## config.mk

```make
export PLATFORM = sky130hd
export DESIGN_NAME = dm_arbiter
export DESIGN_NICKNAME = d
export VERILOG_FILES = /design/src/rtl/dm_arbiter.sv
export SDC_FILE = /design/constraint.sdc
export NUM_CORES = 1
export LEC_CHECK = 0
export BUFFER_PORTS_ARGS = -buffer_cell sky130_fd_sc_hd__buf_4
export CORE_MARGIN = 1.5
export CORE_UTILIZATION = 43
export DETAILED_ROUTE_END_ITERATION = 8
export GPL_ROUTABILITY_DRIVEN = 0
export PLACE_DENSITY_LB_ADDON = 0.1
export SYNTH_ARGS = -nofsm -noshare
export SYNTH_HDL_FRONTEND = slang
export SYNTH_SLANG_ARGS = --single-unit
```

## constraint.sdc

```tcl
create_clock -name clk -period 2.3 [get_ports clk]
set_input_delay 0.46 -clock clk [delete_from_list [all_inputs] [get_ports clk]]
set_output_delay 0.46 -clock clk [all_outputs]
set_load 0.02 [all_outputs]
```

## src/rtl/dm_arbiter.sv

```systemverilog
// Two-port arbiter in front of the byte-addressed data memory: one access every
// two cycles (IDLE grant/latch, ISSUE drive), with legality screening and a starvation guard.
module dm_arbiter #(
    parameter int unsigned MEM_BYTES    = 32768,
    parameter int unsigned PRIO_MODE    = 0,
    parameter int unsigned STARVE_LIMIT = 4
) (
    input  logic        clk,
    input  logic        rstn,
    input  logic        p0_req,
    input  logic        p0_we,
    input  logic [2:0]  p0_type,
    input  logic [31:0] p0_addr,
    input  logic [31:0] p0_wdata,
    output logic        p0_gnt,
    output logic        p0_done,
    input  logic        p1_req,
    input  logic        p1_we,
    input  logic [2:0]  p1_type,
    input  logic [31:0] p1_addr,
    input  logic [31:0] p1_wdata,
    output logic        p1_gnt,
    output logic        p1_done,
    output logic [31:0] rdata,
    output logic        err,
    output logic        MemRead,
    output logic        MemWrite,
    output logic [2:0]  DMType,
    output logic [31:0] Address,
    output logic [31:0] Write_data,
    input  logic [31:0] Read_data
);

    typedef enum logic [0:0] {
        ST_IDLE  = 1'b0,
        ST_ISSUE = 1'b1
    } state_t;

    localparam int unsigned     SW         = (STARVE_LIMIT > 0) ? $clog2(STARVE_LIMIT + 1) : 1;
    localparam logic [SW-1:0]   STARVE_MAX = SW'(STARVE_LIMIT);
    localparam logic [32:0]     MEM_LIMIT  = 33'(MEM_BYTES);
    localparam logic            USE_STARVE = (STARVE_LIMIT != 0);
    localparam logic            USE_RR     = (PRIO_MODE != 0);

    function automatic logic [2:0] access_size(input logic [1:0] code);
        case (code)
            2'b00:   access_size = 3'd1;
            2'b01:   access_size = 3'd2;
            2'b10:   access_size = 3'd4;
            default: access_size = 3'd0;
        endcase
    endfunction

    // 33-bit end address so accesses near 4 GiB cannot wrap back into range.
    function automatic logic access_legal(input logic [1:0] code, input logic [31:0] addr);
        logic [32:0] end_addr;
        end_addr     = {1'b0, addr} + {30'd0, access_size(code)};
        access_legal = (code != 2'b11) && (end_addr <= MEM_LIMIT);
    endfunction

    state_t        state_q, state_d;
    logic          owner_q, owner_d;
    logic          we_q, we_d;
    logic [2:0]    type_q, type_d;
    logic [31:0]   addr_q, addr_d;
    logic [31:0]   wdata_q, wdata_d;
    logic          legal_q, legal_d;
    logic          p0_done_q, p0_done_d;
    logic          p1_done_q, p1_done_d;
    logic [31:0]   rdata_q, rdata_d;
    logic          err_q, err_d;
    logic [SW-1:0] starve_q, starve_d;
    logic          pref_q, pref_d;
    logic          win_p1_s;
    logic          gnt0_s;
    logic          gnt1_s;

    // Pick the winner assuming the arbiter is idle; meaningful only when a request is present.
    always_comb begin
        win_p1_s = 1'b0;
        if (p0_req && p1_req) begin
            if (USE_STARVE && (starve_q == STARVE_MAX)) begin
                win_p1_s = 1'b1;
            end else if (USE_RR) begin
                win_p1_s = pref_q;
            end else begin
                win_p1_s = 1'b0;
            end
        end else begin
            win_p1_s = p1_req;
        end
    end

    // Next-state, latch and completion logic for the IDLE/ISSUE sequencer.
    always_comb begin
        state_d   = state_q;
        owner_d   = owner_q;
        we_d      = we_q;
        type_d    = type_q;
        addr_d    = addr_q;
        wdata_d   = wdata_q;
        legal_d   = legal_q;
        p0_done_d = 1'b0;
        p1_done_d = 1'b0;
        rdata_d   = rdata_q;
        err_d     = err_q;
        starve_d  = starve_q;
        pref_d    = pref_q;
        gnt0_s    = 1'b0;
        gnt1_s    = 1'b0;
        case (state_q)
            ST_IDLE: begin
                if (p0_req || p1_req) begin
                    gnt0_s  = ~win_p1_s;
                    gnt1_s  = win_p1_s;
                    owner_d = win_p1_s;
                    pref_d  = ~win_p1_s;
                    state_d = ST_ISSUE;
                    if (win_p1_s) begin
                        we_d    = p1_we;
                        type_d  = p1_type;
                        addr_d  = p1_addr;
                        wdata_d = p1_wdata;
                        legal_d = access_legal(p1_type[1:0], p1_addr);
                    end else begin
                        we_d    = p0_we;
                        type_d  = p0_type;
                        addr_d  = p0_addr;
                        wdata_d = p0_wdata;
                        legal_d = access_legal(p0_type[1:0], p0_addr);
                    end
                end else begin
                    state_d = ST_IDLE;
                end
                // Port 1 only accumulates losses while it is actually waiting.
                if (!p1_req || win_p1_s) begin
                    starve_d = {SW{1'b0}};
                end else if (starve_q != STARVE_MAX) begin
                    starve_d = starve_q + SW'(1);
                end else begin
                    starve_d = starve_q;
                end
            end
            ST_ISSUE: begin
                state_d   = ST_IDLE;
                p0_done_d = ~owner_q;
                p1_done_d = owner_q;
                err_d     = ~legal_q;
                if (legal_q && !we_q) begin
                    rdata_d = Read_data;
                end else begin
                    rdata_d = rdata_q;
                end
            end
            default: begin
                state_d = ST_IDLE;
            end
        endcase
    end

    // State and output registers with synchronous active-low reset.
    always_ff @(posedge clk) begin
        if (!rstn) begin
            state_q   <= ST_IDLE;
            owner_q   <= 1'b0;
            we_q      <= 1'b0;
            type_q    <= 3'd0;
            addr_q    <= 32'd0;
            wdata_q   <= 32'd0;
            legal_q   <= 1'b0;
            p0_done_q <= 1'b0;
            p1_done_q <= 1'b0;
            rdata_q   <= 32'd0;
            err_q     <= 1'b0;
            starve_q  <= {SW{1'b0}};
            pref_q    <= 1'b0;
        end else begin
            state_q   <= state_d;
            owner_q   <= owner_d;
            we_q      <= we_d;
            type_q    <= type_d;
            addr_q    <= addr_d;
            wdata_q   <= wdata_d;
            legal_q   <= legal_d;
            p0_done_q <= p0_done_d;
            p1_done_q <= p1_done_d;
            rdata_q   <= rdata_d;
            err_q     <= err_d;
            starve_q  <= starve_d;
            pref_q    <= pref_d;
        end
    end

    // Strobes are gated by rstn so a reset landing mid-ISSUE never commits a store.
    assign p0_gnt     = gnt0_s & rstn;
    assign p1_gnt     = gnt1_s & rstn;
    assign MemRead    = rstn & (state_q == ST_ISSUE) & legal_q & ~we_q;
    assign MemWrite   = rstn & (state_q == ST_ISSUE) & legal_q & we_q;
    assign DMType     = type_q;
    assign Address    = addr_q;
    assign Write_data = wdata_q;
    assign p0_done    = p0_done_q;
    assign p1_done    = p1_done_q;
    assign rdata      = rdata_q;
    assign err        = err_q;

endmodule
```

* Yosys cells after proc, flatten, opt, wreduce, memory -nomap -nowiden
Cells that the tools add are included.
** Word-level totals
- Flip-flop bits (word level) :: 109
- Input port bits :: 172
- Output and inout bits :: 106
- Word-level logic and storage cells :: 74
** Operators by class
- Add/subtract/negate cells :: 3
- Magnitude comparators :: 2
- Equality and inequality tests :: 8
- Multiplexer cells :: 23
- Bitwise gates (word level) :: 11
- Reduce and logical (&&, ||, !) cells :: 15
** Operator list (number)
- $add A32 B3 Y33 :: 2
- $le A33 B16 Y1 const B :: 2
- $mux W32 :: 2
- $mux W3 :: 9
- $pmux W3 S3 :: 2
- $mux W1 :: 9
- $reduce_and A2 Y1 :: 4
- $and A1 B1 Y1 :: 6
- $not A1 Y1 :: 5
- $eq A2 B1 Y1 const B :: 2
- $eq A2 B2 Y1 const B :: 2
- $logic_and A1 B1 Y1 :: 4
- $logic_not A2 Y1 :: 2
- $ne A2 B2 Y1 const B :: 2
- $add A3 B1 Y3 const B :: 1
- $eq A3 B3 Y1 const B :: 1
- $ne A3 B3 Y1 const B :: 1
- $logic_not A1 Y1 :: 2
- $logic_or A1 B1 Y1 :: 2
- $pmux W1 S2 :: 1
- $reduce_bool A2 Y1 :: 1

* Longest topological paths before layout
Gate-level depths: netlist of the first run.
- Word-level depth :: 10
- Gate-level depth with buffers :: 10
- Depth with buffers taken out :: 10

* Least setup slack after synthesis of the first run
OpenSTA, ideal clock, no wires.
- Kind :: input port to flip-flop
- Start :: in p1_type[1]
- End :: reg legal_q
- Library setup time :: 0.073 ns
- Arrival :: 2.387 ns
- Required time :: 2.227 ns
- Slack :: -0.160 ns
- Stages :: 10
- Buffers on the path :: 0
- Cells stage by stage :: nor2_1 > ha_1 > fa_1 > a21oi_2 > and4b_1 > a211oi_1 > o211ai_1 > o41ai_4 > nand4_1 > o211ai_2
** Between the ends
- Longest elaborated chain between the ends :: 9
- Elaborated cells between the ends (all ways) :: 12
- Those cells by class :: 1 x add/sub; 1 x order compare; 3 x eq/ne; 5 x mux; 2 x reduce/logical
** Ends and longest elaborated chain
- start, declared :: line 19 : input logic [2:0] p1_type,
- $eq A2 B2 Y1, or another cell as far along :: line 46 : case (code)
- $pmux W3 S3 :: line 46
- $mux W3 :: line 119 : if (win_p1_s) begin
- $mux W3 :: line 113 : if (p0_req || p1_req) begin
- $mux W3 :: line 111 : case (state_q)
- $add A32 B3 Y33 :: line 57 : end_addr = {1'b0, addr} + {30'd0, access_size(code)};
- $le A33 B16 Y1 :: line 58 : access_legal = (code != 2'b11) && (end_addr <= MEM_LIMIT);
- $logic_and A1 B1 Y1 (*) :: line 58
- $mux W1 (*) :: line 119
- end signal, assigned :: line 184 : legal_q <= legal_d;
- end, declared :: line 67 : logic legal_q, legal_d;
Every way passes the cells marked *; elsewhere a longest branch is shown, timed or not. The select of a mux whose other input is x is not followed.
A chain may end at the register's enable or synchronous reset.

* Final worst setup path of the first run
- Start :: in p0_type[1]
- End :: reg legal_q
** Between the ends
- Longest elaborated chain between the ends :: 9
- Elaborated cells between the ends (all ways) :: 12
- Those cells by class :: 1 x add/sub; 1 x order compare; 3 x eq/ne; 5 x mux; 2 x reduce/logical
** Ends and longest elaborated chain
- start, declared :: line 12 : input logic [2:0] p0_type,
- $eq A2 B2 Y1, or another cell as far along :: line 46
- $pmux W3 S3 :: line 46
- $mux W3 :: line 119
- $mux W3 :: line 113
- $mux W3 :: line 111
- $add A32 B3 Y33 :: line 57
- $le A33 B16 Y1 :: line 58
- $logic_and A1 B1 Y1 (*) :: line 58
- $mux W1 (*) :: line 119
Marks and branches as above.

==> results of run 1 <==
## state kept, by name (all words and copies together), names as in the netlist, 3 cells and up
signal / cells
Address: 32
Write_data: 32
rdata: 32
DMType: 3
starve_q: 3
## layer usage
layer / vias to the layer above / routed length [um]
li1: 3426 / -
met1: 3164 / 8590
met2: 227 / 10400
met3: 24 / 1500
met4: 0 / 408
met5: - / 0
## worst paths after layout
check                             startpoint        to  slack [ns]  depth (start not counted)
worst max register to register   starve_q[0]   legal_q        0.23                         10
worst max-delay path              p0_type[1]   legal_q     0.00003                         11
worst min-delay path            Read_data[8]  rdata[8]        0.34                          3
worst min register to register       owner_q   p0_done        0.44                          1
## worst min-delay path, delay by kind of cell
kind                   cells  cell delay (ns)
AOI/OAI and AO/OA          1             0.05
buffers and inverters      1             0.11
and+or+nand+nor            1             0.04
## power by group
part,switching [W],internal [W],leakage (nW)
registers,0.0000688,0.00202,0.898
logic,0.000712,0.000597,2.81
clock network,0.000785,0.000870,0.152
total,0.00157,0.00349,3.86
## cells by family (layout without fill, tap and decap cells)
| family | Yosys count | in the layout | share of synthesized area |
|---|---|---|---|
| buffers and inverters | 64 | 339 | 0.0477 |
| flip-flops | 109 | 109 | 0.359 |
| AO/OA/AOI/OAI | 171 | 171 | 0.216 |
| AND/OR/NAND/NOR | 433 | 433 | 0.330 |
| multiplexers | 6 | 6 | 0.0103 |
| adder cells (fa/ha/maj) | 10 | 10 | 0.0230 |
| XOR/XNOR | 10 | 10 | 0.0144 |
## cell usage in the layout (no fill, tap or decap), types with 8 or more instances in the layout
cell	n
nor3_1	14
nand2_1	224
clkbuf_16	9
buf_4	313
and3_1	9
dfxtp_1	109
nand3_1	15
nor2_1	89
nand4_1	20
and2_1	8
a21oi_1	39
a311oi_1	69
## area by class of cell
class | count | area [sq um]
Clock buffer | 10 | 229
Sequential cell | 109 | 2180
Tap cell | 180 | 225
Fill cell | 1300 | 4980
Timing Repair Buffer | 316 | 2400
Inverter | 7 | 27.5
Multi-Input combinational cell | 630 | 3700
Clock inverter | 6 | 80.1
## per-stage QoR
stage / hold slack (ns) / cells / utilization
2_1_floorplan: 0.403 / 803 / -
4_1_cts: 0.334 / 1255 / 0.635
6_report: 0.345 / 1258 / 0.640
3_5_place_dp: 0.424 / 1239 / 0.613
3_3_place_gp: 0.416 / 1239 / 0.613
5_1_grt: 0.346 / 1258 / 0.640
## synth_stat cells (2+ instances only)
library cell	instances	area (sq um)
nand2_1	225	845
dfxtp_1	109	2180
nor2_1	91	342
a311oi_1	69	604
clkbuf_1	42	158
a21oi_1	41	205
nand4_1	20	125
nand3_1	15	75.1
nor3_1	15	75.1
and3_1	9	56.3
and2_1	8	50.1
ha_1	8	100
a211oi_1	7	52.6
nor4_1	7	43.8
o21ai_0	7	35.0
xnor2_1	7	61.3
buf_4	6	45.0
inv_1	6	22.5
nand3b_1	6	45.0
nor2b_1	5	31.3
o211ai_1	5	37.5
o31ai_1	5	37.5
and4_1	4	35.0
buf_2	4	20.0
mux2i_1	4	40.0
o21bai_1	4	30.0
a2111oi_0	3	26.3
a21o_1	3	22.5
and4_4	3	33.8
buf_6	3	33.8
o31a_1	3	26.3
or2_2	3	18.8
xor2_1	3	26.3
a2111o_1	2	22.5
a21oi_2	2	17.5
a31oi_1	2	12.5
a41o_1	2	20.0
buf_1	2	7.51
fa_1	2	40.0
mux2_2	2	22.5
nor3b_1	2	15.0
nor4bb_1	2	20.0
o21a_1	2	15.0
or3_1	2	12.5
## what timing repair did
item | CTS | global route
setup buffers | 0 | 3
resized for setup | 0 | 11
setup endpoints to repair | 0 | 3
==> reports/qor.yml, run 1 <==
status: "completed"
dp_hpwl_um: 15800
power.leakage_nw: 3.86
num_antenna_cells: 0
cts.clk_slew.worst_paths_ns: 0.08
drv_slew: 0
worstMarginPinSlew_ns: 0.629
end_kind: "flip-flop"
rows: 43
min_period_ns: 2.30
tns_ns: 0
vias_per_cell: 5.44
cp.arrival_ns: 2.59
setup_violations: 0
cts_root_buf: "clkbuf_16"
hold_buffers: 0
ys_dominant_reg_cell: "dfxtp_1"
synth_area_per_cell_sq_um: 7.57
syn_inst: 803
grt_pass1_vias: 6263
grt_max_degree: 139
crit_family: "compound AO/OA/AOI/OAI gates"
clock_latency_ns: 0.36
synth_edf_count: 0
ys_warn_count: 0
start_util: 0.440
synth_cell_types: 75
yosysSeqAreaShare: 0.359
vias: 6841
syn_nets: 985
portBuffers: 277
cts.sinks: 109
synth-async-reset-ratio: 0
hold_violations: 0
path_cells: "buf_4 > nor2b_1 > ha_1 > buf_4 > buf_4 > xor2_1 > a2111o_1 > a221o_1 > o21bai_1 > nand4_1 > o211ai_2"
design_area_sq_um: 8850
maxCapViolCount: 0
fin_crit_sh: 1.00
overflow: 0
cpMaxStageDelayCell: "a2111o_1"
final.setup.worst_slack_ns: 0.0000333
criticalPathCategory: "input port to flip-flop"
die_x_um: 122
critPathBufInv: 3
grt_use_met2: 0.483
cts_tree: "yes"
peakVddDrop_uv: 435
synth_seq_cells: 109
firstDrtPassIters: 4
routed_wirelength_um: 20900
place_ws_ns: -0.323
nets: 1255
drive_gt1_frac: 0.343
critPathMaxFanout: 4
fmax_ghz: 0.435
areaGrowthSynthToFinish_pct: 45.4
drtIter0Drc: 393
die-area_sq_um: 14900
io_pins: 278
ant_nets: 0
min-delay-path-class: "input port to flip-flop"
avgRoutedWirePerCell_um: 16.6
grt_first_pass_wirelength_um: 31900
drc: 0
synth_area_sq_um: 6080
cp.required_ns: 2.59
gr-usage-all-layers: 0.273
core_sq_um: 13800
cpMostUsedCell: "buf_4"
skew_ns: 0.00840
use_met1: 0.320
cts_buffer_depth: 2
die_y_um: 122
use_met3: 0.0641
start_kind: "input port"
power.density_nw_per_um2: 571
placed_area_sq_um: 8470
cts_max_level: 3
slew_headroom: 0.581
cts_buffers: 9
grt_antenna_before_repair: 0
cp_slowest_stage_delay_ns: 0.39
power_w: 0.00505
busiest_layer: "met2"
rsz0062_at_grt: "yes"
Power figures use the tool's default switching activity.
==> run 2, diff against run 1 <==
ABC_CLOCK_PERIOD_IN_PS = 2300   (was default)
PLACE_DENSITY = 0.77   (was default)
PLACE_DENSITY_LB_ADDON = default   (was 0.1)
==> run 2 against run 1 <==
  * Critical path depth unchanged
  * Sequential share of layout area increased by 0.21 points
  * Hold slack gained 0.0076 ns
  * Critical path type unchanged
  * Critical endpoint unchanged
  * Largest power group unchanged
  * Highest routed layer unchanged
==> reports/qor.yml, run 2 (synthesis gave the netlist of run 1 again) <==
rsz0062_at_grt: "yes"
gr-usage-all-layers: 0.269
dp_hpwl_um: 15400
ant_nets: 0
skew_ns: 0.00905
die-area_sq_um: 14900
drv_slew: 0
slew_headroom: 0.584
final.setup.worst_slack_ns: 0.0656
rows: 43
power.leakage_nw: 3.82
final_cells: 1252
maxCapViolCount: 0
grt_max_degree: 138
vias: 6945
nets: 1249
areaGrowthSynthToFinish_pct: 44.2
end_kind: "flip-flop"
cts_tree: "yes"
core_sq_um: 13800
overflow: 0
firstDrtPassIters: 5
cts_max_level: 3
cts.sinks: 109
portBuffers: 277
cts_root_buf: "clkbuf_16"
place_ws_ns: -0.335
worstMarginPinSlew_ns: 0.624
peakVddDrop_uv: 345
min_period_ns: 2.23
io_pins: 278
setup_violations: 0
cts_buffers: 9
vias_per_cell: 5.55
criticalPathCategory: "input port to flip-flop"
status: "completed"
critPathMaxFanout: 6
grt_first_pass_wirelength_um: 31800
design_area_sq_um: 8770
fmax_ghz: 0.448
min-delay-path-class: "input port to flip-flop"
die_y_um: 122
tns_ns: 0
clock_latency_ns: 0.35
layout_common_cells: "buf_4 (308), nand2_1 (224), dfxtp_1 (109), nor2_1 (89), a311oi_1 (69)"
cts.clk_slew.worst_paths_ns: 0.08
start_util: 0.440
avgRoutedWirePerCell_um: 16.5
drtIter0Drc: 520
final_common_cell: "buf_4"
drive_gt1_frac: 0.338
r2r_slack_ns: 0.32
power.density_nw_per_um2: 563
cp.required_ns: 2.59
placed_area_sq_um: 8430
dp.cells: 1233
routed_wirelength_um: 20700
die_x_um: 122
grt_pass1_vias: 6243
start_kind: "input port"
hold_violations: 0
cp.arrival_ns: 2.52
fin_crit_sh: 0.971
grt_antenna_before_repair: 0
drc: 0
cts_buffer_depth: 2
num_antenna_cells: 0
==> run 2: critical path, stage by stage <==
cell      delay (ns)
buf_4           0.12
nor2b_1         0.14
ha_1            0.42
a21oi_4         0.12
nand4b_2        0.31
buf_4           0.21
nor3_1          0.21
o21ai_0         0.13
a22oi_1         0.17
nand4_1         0.13
o211ai_2        0.09
==> run 2: what timing repair did <==
item,in CTS,in global routing
hold endpoints to repair,0,0
resized for setup,0,6
endpoints found under the setup margin,0,2
hold buffers,0,0
buffers inserted,0,3
==> run 2: metrics by stage <==
stage	power, W	hold slack (ns)	utilization
after detailed placement	0.00342	0.430	0.609
after global placement	0.00340	0.415	0.609
after CTS	0.00497	0.342	0.631
after floorplan	0.00278	0.403	-
final	0.00494	0.352	0.634
after global routing	0.00518	0.338	0.634
==> run 2: layer usage <==
layer | vias up | part of all wire | GRT usage
met5 | - | 0 | 0
met4 | 0 | 0.014 | 0.0728
met3 | 25 | 0.083 | 0.0618
met2 | 312 | 0.51 | 0.477
met1 | 3184 | 0.40 | 0.326
li1 | 3424 | - | -
==> run 2: power breakdown <==
part / total, W / switching [W] / leakage (nW) / internal (W)
clock: 0.00155 / 0.000786 / 0.146 / 0.000765
combinational: 0.00129 / 0.000707 / 2.78 / 0.000585
sequential: 0.00209 / 0.0000719 / 0.898 / 0.00202
==> run 2: path summary, 6_finish.rpt <==
check	start	endpoint	cells past startpoint
worst max-delay path	p1_type[1]	legal_q	11
worst min-delay path	Read_data[11]	rdata[11]	3
worst max register to register	starve_q[0]	legal_q	9
worst min register to register	owner_q	p0_done	1
==> run 2: area by class of cell <==
type                            count  area (sq um)
Tap cell                          180           225
Clock buffer                        9           225
Clock inverter                      7          72.6
Sequential cell                   109          2180
Inverter                            7          27.5
Timing Repair Buffer              310          2350
Fill cell                        1259          5060
Multi-Input combinational cell    630          3690
